File: config.mk
export PLATFORM = sky130hd
export DESIGN_NAME = whack_scorer
export DESIGN_NICKNAME = d
export VERILOG_FILES = /design/src/rtl/whack_scorer.sv
export SDC_FILE = /design/constraint.sdc
export NUM_CORES = 1
export LEC_CHECK = 0
export BUFFER_PORTS_ARGS = -buffer_cell sky130_fd_sc_hd__buf_2
export CAP_MARGIN = 20
export CORE_ASPECT_RATIO = 1.5
export CORE_UTILIZATION = 50
export CTS_BUF_LIST = sky130_fd_sc_hd__clkbuf_8 sky130_fd_sc_hd__clkbuf_16
export CTS_CLUSTER_DIAMETER = 60
export CTS_CLUSTER_SIZE = 30
export DETAILED_ROUTE_END_ITERATION = 16
export PLACE_DENSITY_LB_ADDON = 0.25
export SETUP_SLACK_MARGIN = 0.2
export SYNTH_ARGS = -nofsm -noshare
export SYNTH_HDL_FRONTEND = slang
export SYNTH_SLANG_ARGS = --single-unit
File: constraint.sdc
create_clock -name clk -period 5 [get_ports clk]
set_clock_uncertainty 0.15 [all_clocks]
set_input_delay 0.5 -clock clk [delete_from_list [all_inputs] [get_ports clk]]
set_output_delay 0.5 -clock clk [all_outputs]
set_load 0.005 [all_outputs]
File: src/rtl/whack_scorer.sv
// whack_scorer: hit/miss scoring, game timer and IDLE/PLAY/OVER game state
// for the whack-a-LED game. Sits downstream of the LED flick stage.
//
// Optional build macro:
//   WHACK_PENALTY_EN - pressing an unlit button while playing costs one point
//                      per cycle, floored at 0. A lit-button press in the same
//                      cycle still scores, so the net change is zero. When the
//                      macro is undefined, wrong presses are ignored.

// Per-button front end: polarity normalize, 2-flop synchronizer, edge detect.
module whack_btn_sync #(
   parameter int BTN_ACTIVE_LOW = 1
) (
   input  logic clk,
   input  logic reset,
   input  logic btn_raw,
   output logic press
);
   localparam logic POL = (BTN_ACTIVE_LOW != 0);

   logic s1, s2, s3;

   // s1/s2 are the synchronizer; s3 remembers the previous synced level
   always_ff @(posedge clk) begin
      if (reset) begin
         s1 <= 1'b0;
         s2 <= 1'b0;
         s3 <= 1'b0;
      end else begin
         s1 <= btn_raw ^ POL;
         s2 <= s1;
         s3 <= s2;
      end
   end

   // One-cycle pulse per press; a held button never re-fires
   assign press = s2 & ~s3;
endmodule

module whack_scorer #(
   parameter int SCORE_MAX      = 99,
   parameter int BTN_ACTIVE_LOW = 1
) (
   input  logic        clk,
   input  logic        reset,
   input  logic        start,
   input  logic [27:0] game_time,
   input  logic [8:0]  lights,
   input  logic [3:0]  position,
   input  logic [8:0]  buttons,
   output logic [7:0]  score,
   output logic [7:0]  misses,
   output logic        hit,
   output logic        miss,
   output logic        playing,
   output logic        game_over,
   output logic [27:0] time_left
);
   localparam int         NUM_BTN = 9;
   localparam logic [7:0] SMAX    = 8'(SCORE_MAX);

   typedef enum logic [1:0] {
      S_IDLE = 2'd0,
      S_PLAY = 2'd1,
      S_OVER = 2'd2
   } state_t;

   state_t                state_q, state_d;
   logic [NUM_BTN-1:0]    press;
   logic                  start_d;
   logic                  lit_d;
   logic                  flick_armed;
   logic                  start_edge;
   logic                  lit, lit_rise, lit_fall;
   logic                  in_play;
   logic [NUM_BTN-1:0]    pos_mask;
   logic                  hit_cond, miss_cond;
`ifdef WHACK_PENALTY_EN
   logic                  wrong_press;
`endif

   // One synchronizer/edge-detector per player button
   for (genvar i = 0; i < NUM_BTN; i++) begin : g_btn
      whack_btn_sync #(.BTN_ACTIVE_LOW(BTN_ACTIVE_LOW)) u_sync (
         .clk     (clk),
         .reset   (reset),
         .btn_raw (buttons[i]),
         .press   (press[i])
      );
   end

   assign start_edge = start & ~start_d;
   assign lit        = |lights;
   assign lit_rise   = lit & ~lit_d;
   assign lit_fall   = ~lit & lit_d;

   // A restart edge takes over the cycle; scoring resumes the cycle after
   assign in_play    = (state_q == S_PLAY) && !start_edge;

   // Positions 9-15 select nothing, so they can never score
   assign pos_mask   = (position <= 4'd8) ? (9'h001 << position) : '0;

   assign hit_cond   = in_play && flick_armed && |(pos_mask & lights & press);
   assign miss_cond  = in_play && flick_armed && lit_fall;
`ifdef WHACK_PENALTY_EN
   assign wrong_press = |(press & ~lights);
`endif

   assign playing    = (state_q == S_PLAY);
   assign game_over  = (state_q == S_OVER);

   // Game state register
   always_ff @(posedge clk) begin
      if (reset) state_q <= S_IDLE;
      else       state_q <= state_d;
   end

   // Next-state: start edges enter/restart PLAY, timer expiry ends it
   always_comb begin
      state_d = state_q;
      unique case (state_q)
         S_IDLE:  if (start_edge) state_d = S_PLAY;
         S_PLAY:  if (!start_edge && time_left == '0) state_d = S_OVER;
         S_OVER:  if (start_edge) state_d = S_PLAY;
         default: state_d = S_IDLE;
      endcase
   end

   // Edge-detect history for start and the lit indicator
   always_ff @(posedge clk) begin
      if (reset) begin
         start_d <= 1'b0;
         lit_d   <= 1'b0;
      end else begin
         start_d <= start;
         lit_d   <= lit;
      end
   end

   // Game timer: load on start edge, count down while playing, 0 elsewhere
   always_ff @(posedge clk) begin
      if (reset)
         time_left <= '0;
      else if (start_edge)
         time_left <= game_time;
      else if (state_q == S_PLAY && time_left != '0)
         time_left <= time_left - 28'd1;
      else if (state_q != S_PLAY)
         time_left <= '0;
   end

   // A flick is armed only by a rise seen during PLAY; it dies on hit, miss,
   // restart, or the game leaving PLAY (no miss for a flick cut off by time)
   always_ff @(posedge clk) begin
      if (reset)
         flick_armed <= 1'b0;
      else if (start_edge || state_d != S_PLAY)
         flick_armed <= 1'b0;
      else if (hit_cond || miss_cond)
         flick_armed <= 1'b0;
      else if (lit_rise)
         flick_armed <= 1'b1;
   end

   // Score and miss counters, saturating at SCORE_MAX (and at 0 on penalty)
   always_ff @(posedge clk) begin
      if (reset) begin
         score  <= '0;
         misses <= '0;
      end else if (start_edge) begin
         score  <= '0;
         misses <= '0;
      end else if (state_q == S_PLAY) begin
`ifdef WHACK_PENALTY_EN
         if (hit_cond && !wrong_press) begin
            if (score < SMAX) score <= score + 8'd1;
         end else if (!hit_cond && wrong_press && score != 8'd0) begin
            score <= score - 8'd1;
         end
`else
         if (hit_cond && score < SMAX) score <= score + 8'd1;
`endif
         if (miss_cond && misses < SMAX) misses <= misses + 8'd1;
      end
   end

   // Result pulses, one cycle after the deciding edge; mutually exclusive
   // since a fall needs lights == 0 and a hit needs a lit bit
   always_ff @(posedge clk) begin
      if (reset) begin
         hit  <= 1'b0;
         miss <= 1'b0;
      end else begin
         hit  <= hit_cond;
         miss <= miss_cond;
      end
   end
endmodule

==> metrics.cfg <==
[power_and_ir_drop]
p_int_mw=0.985
p_sw_share_pct=28.2
p_switching_mw=0.387
p_leak_nw=1.77
power_density_mw_per_mm2=339
pwr-share-clk_pct=35.3
combPwrFrac_pct=15.4
ir_drop_mv=0.204
p_seq_share_pct=49.3

[worst_setup_path]
cp-start-kind=flop
crit_path_top_delay_cell=nand2b_1
critical_path_class=flop to flop
endpoint_kind=flop
crit_path_max_incr_delay_ns=0.64
worstPathArrival_ns=2.71
critPathMaxFanout=22
path_cells=nand2b_1 -> nand2_1 -> nor2_1 -> nand2_2 -> o31ai_1
required_ns=5.12

[logic_synthesis]
ys_types=49
synthTopCellsByArea=dfxtp_1 47%, nor2_1 6.0%, xnor2_1 4.8%
syn_nets=418
synth_top_family_by_area=simple AND/OR/NAND/NOR gates
yosys-top-cells-count=78 x dfxtp_1, 53 x nor2_1, 26 x nand2_1, 23 x nor2b_1, 18 x xnor2_1
yosysMostFrequentCell=dfxtp_1
synth.avg_cell_area_um2=9.13
synth.cell_area_mm2=0.00330
synthDominantCellAreaShare_pct=47.3
synthArstFlopShare_pct=0
synth-edff-count=0
synthSimpleGateAreaFrac_pct=30.0
synth_xor_area_share_pct=7.95
synth_mux_area_share_pct=0.606
synth_compound_area_share_pct=10.5
synth_fa_ha_area_share_pct=1.14
synth_cells=362
yosysSeqAreaShare_pct=47.3
ys.flop_type=dfxtp_1
synth_top_cell_by_area=dfxtp_1
synth_warnings=0
yosys_register_bits=78

[floorplanning]
die_w_um=68.4
ios=101
std_cell_rows=35
dieArea_mm2=0.00694
core_region_area_mm2=0.00626
initial_utilization_pct=52.8
fp.dieH_um=102

[routing]
first_pass_iters=4
vias=2961
vias_per_cell=5.48
wl_um=7620
wl_per_cell_um=14.1
drc=0
ant_nets=0
drt_iter0_markers=107

[timing]
period_minus_slack_ns=2.59
max_freq_mhz=387
final.period_utilization_pct=51.7
grt_setup_unrepaired=false
timing.setup.tns_ns=0
hold_violations=0
slew_headroom_pct=39.4
worst_slew_pin_slew_ns=0.907
drv_slew=0
setup_viol=0

[cells_and_area]
fin_nets=517
post-route-util_pct=64.7
layout-drive-gt1-share_pct=26.8
syn_to_final_growth_pct=22.5
diodes=0

[run_status]
status=finished clean

[clock_tree]
h-tree-depth=3
clk_pin_slew_ns=0.09
cts_buffers=9
clk_latency_ns=0.35
ctsHoldBuffers=0
cts_root_buf=clkbuf_8
post_cts_buffers=0
tritoncts=done
cts_buffer_depth=2
ctsResizeCount=0
clock_sinks=78

[place]
portBuffers=100
hpwlAfterDp_um=5570
place_congestion=0.935

[global_routing]
grt.total_usage_pct=23.2
grt_max_degree=39
grt_pass1_wl_um=12000
grt_pass1_vias=2729
antenna_found_initial=0
overflow=0

[job]
drv_cap=0

[min_path]
hp-class=input port to flop

[registers in the layout, summed over array words and instances (netlist names), 2 cells and up]
name             flops
misses               8
g_btn.u_sync.s1      9
state_q              2
time_left           28
score                8
g_btn.u_sync.s2      9
g_btn.u_sync.s3      9
[power by group through the flow]
stage	Sequential, mW	Clock [mW]	Combinational (mW)
6_report	0.676	0.484	0.212
5_1_grt	0.681	0.522	0.238
4_1_cts	0.676	0.495	0.213
3_5_place_dp	0.690	0	0.211
3_3_place_gp	0.690	0	0.209
2_1_floorplan	0.687	0	0.144
[cell families after synthesis]
group | after synthesis
compound gates | 53
xor+xnor | 30
fa+ha+maj | 3
buf+inv | 18
flops | 78
mux | 2
simple gates | 178
[cell usage in the layout, fill, tap and decap left out, types with 9 or more instances in the layout]
cell      netlist  layout
dfxtp_1        78      78
nor3_1         10      10
nor2b_1        23      23
a21oi_1         9       9
buf_2           1     100
clkbuf_8        0       9
nand2_1        26      26
xnor2_1        18      18
xor2_1         12      12
nor4_1          9       9
o21ai_0        11      11
nor2_1         53      53
[stage by stage]
step	hold WS [ns]	std cells	instance area (um^2)	power [mW]	worst slack, ns
finish	0.136	540	4050	1.37	2.41
global route	0.115	540	4050	1.44	2.15
CTS	0.109	539	4040	1.38	2.39
detailed placement	0.273	523	3830	0.901	2.20
global placement	0.268	523	3830	0.898	2.30
floorplan	0.262	362	3300	0.831	2.71
[worst max-delay path, delay by kind of cell, from the launching register on]
family / cells / cell delay [ns]
simple gates: 4 / 1.75
flops: 1 / 0.33
compound gates: 1 / 0.27
[per-layer routing]
metal	vias up	wire length, um	global-route usage [%]
li1	1484	-	-
met1	1372	3170	25.3
met2	91	3900	41.3
met3	14	369	5.52
met4	0	176	10.1
met5	-	0	0
[cell type report]
type / instances / area (um^2)
Sequential cell: 78 / 1560
Multi-Input combinational cell: 266 / 1660
Clock inverter: 7 / 81.3
Fill cell: 562 / 2210
Tap cell: 74 / 92.6
Timing Repair Buffer: 101 / 512
Clock buffer: 9 / 124
Inverter: 5 / 18.8
[path summary, 6_finish.rpt]
kind              slack [ns]                from  cells past startpoint                  to
setup / recovery        2.41             start_d                      5       time_left[26]
hold / removal          0.14          buttons[4]                      2  g_btn[4].u_sync.s1
setup reg to reg        2.41             start_d                      5       time_left[26]
hold reg to reg         0.29  g_btn[0].u_sync.s1                      1  g_btn[0].u_sync.s2
(Power assumes the default switching activity.)
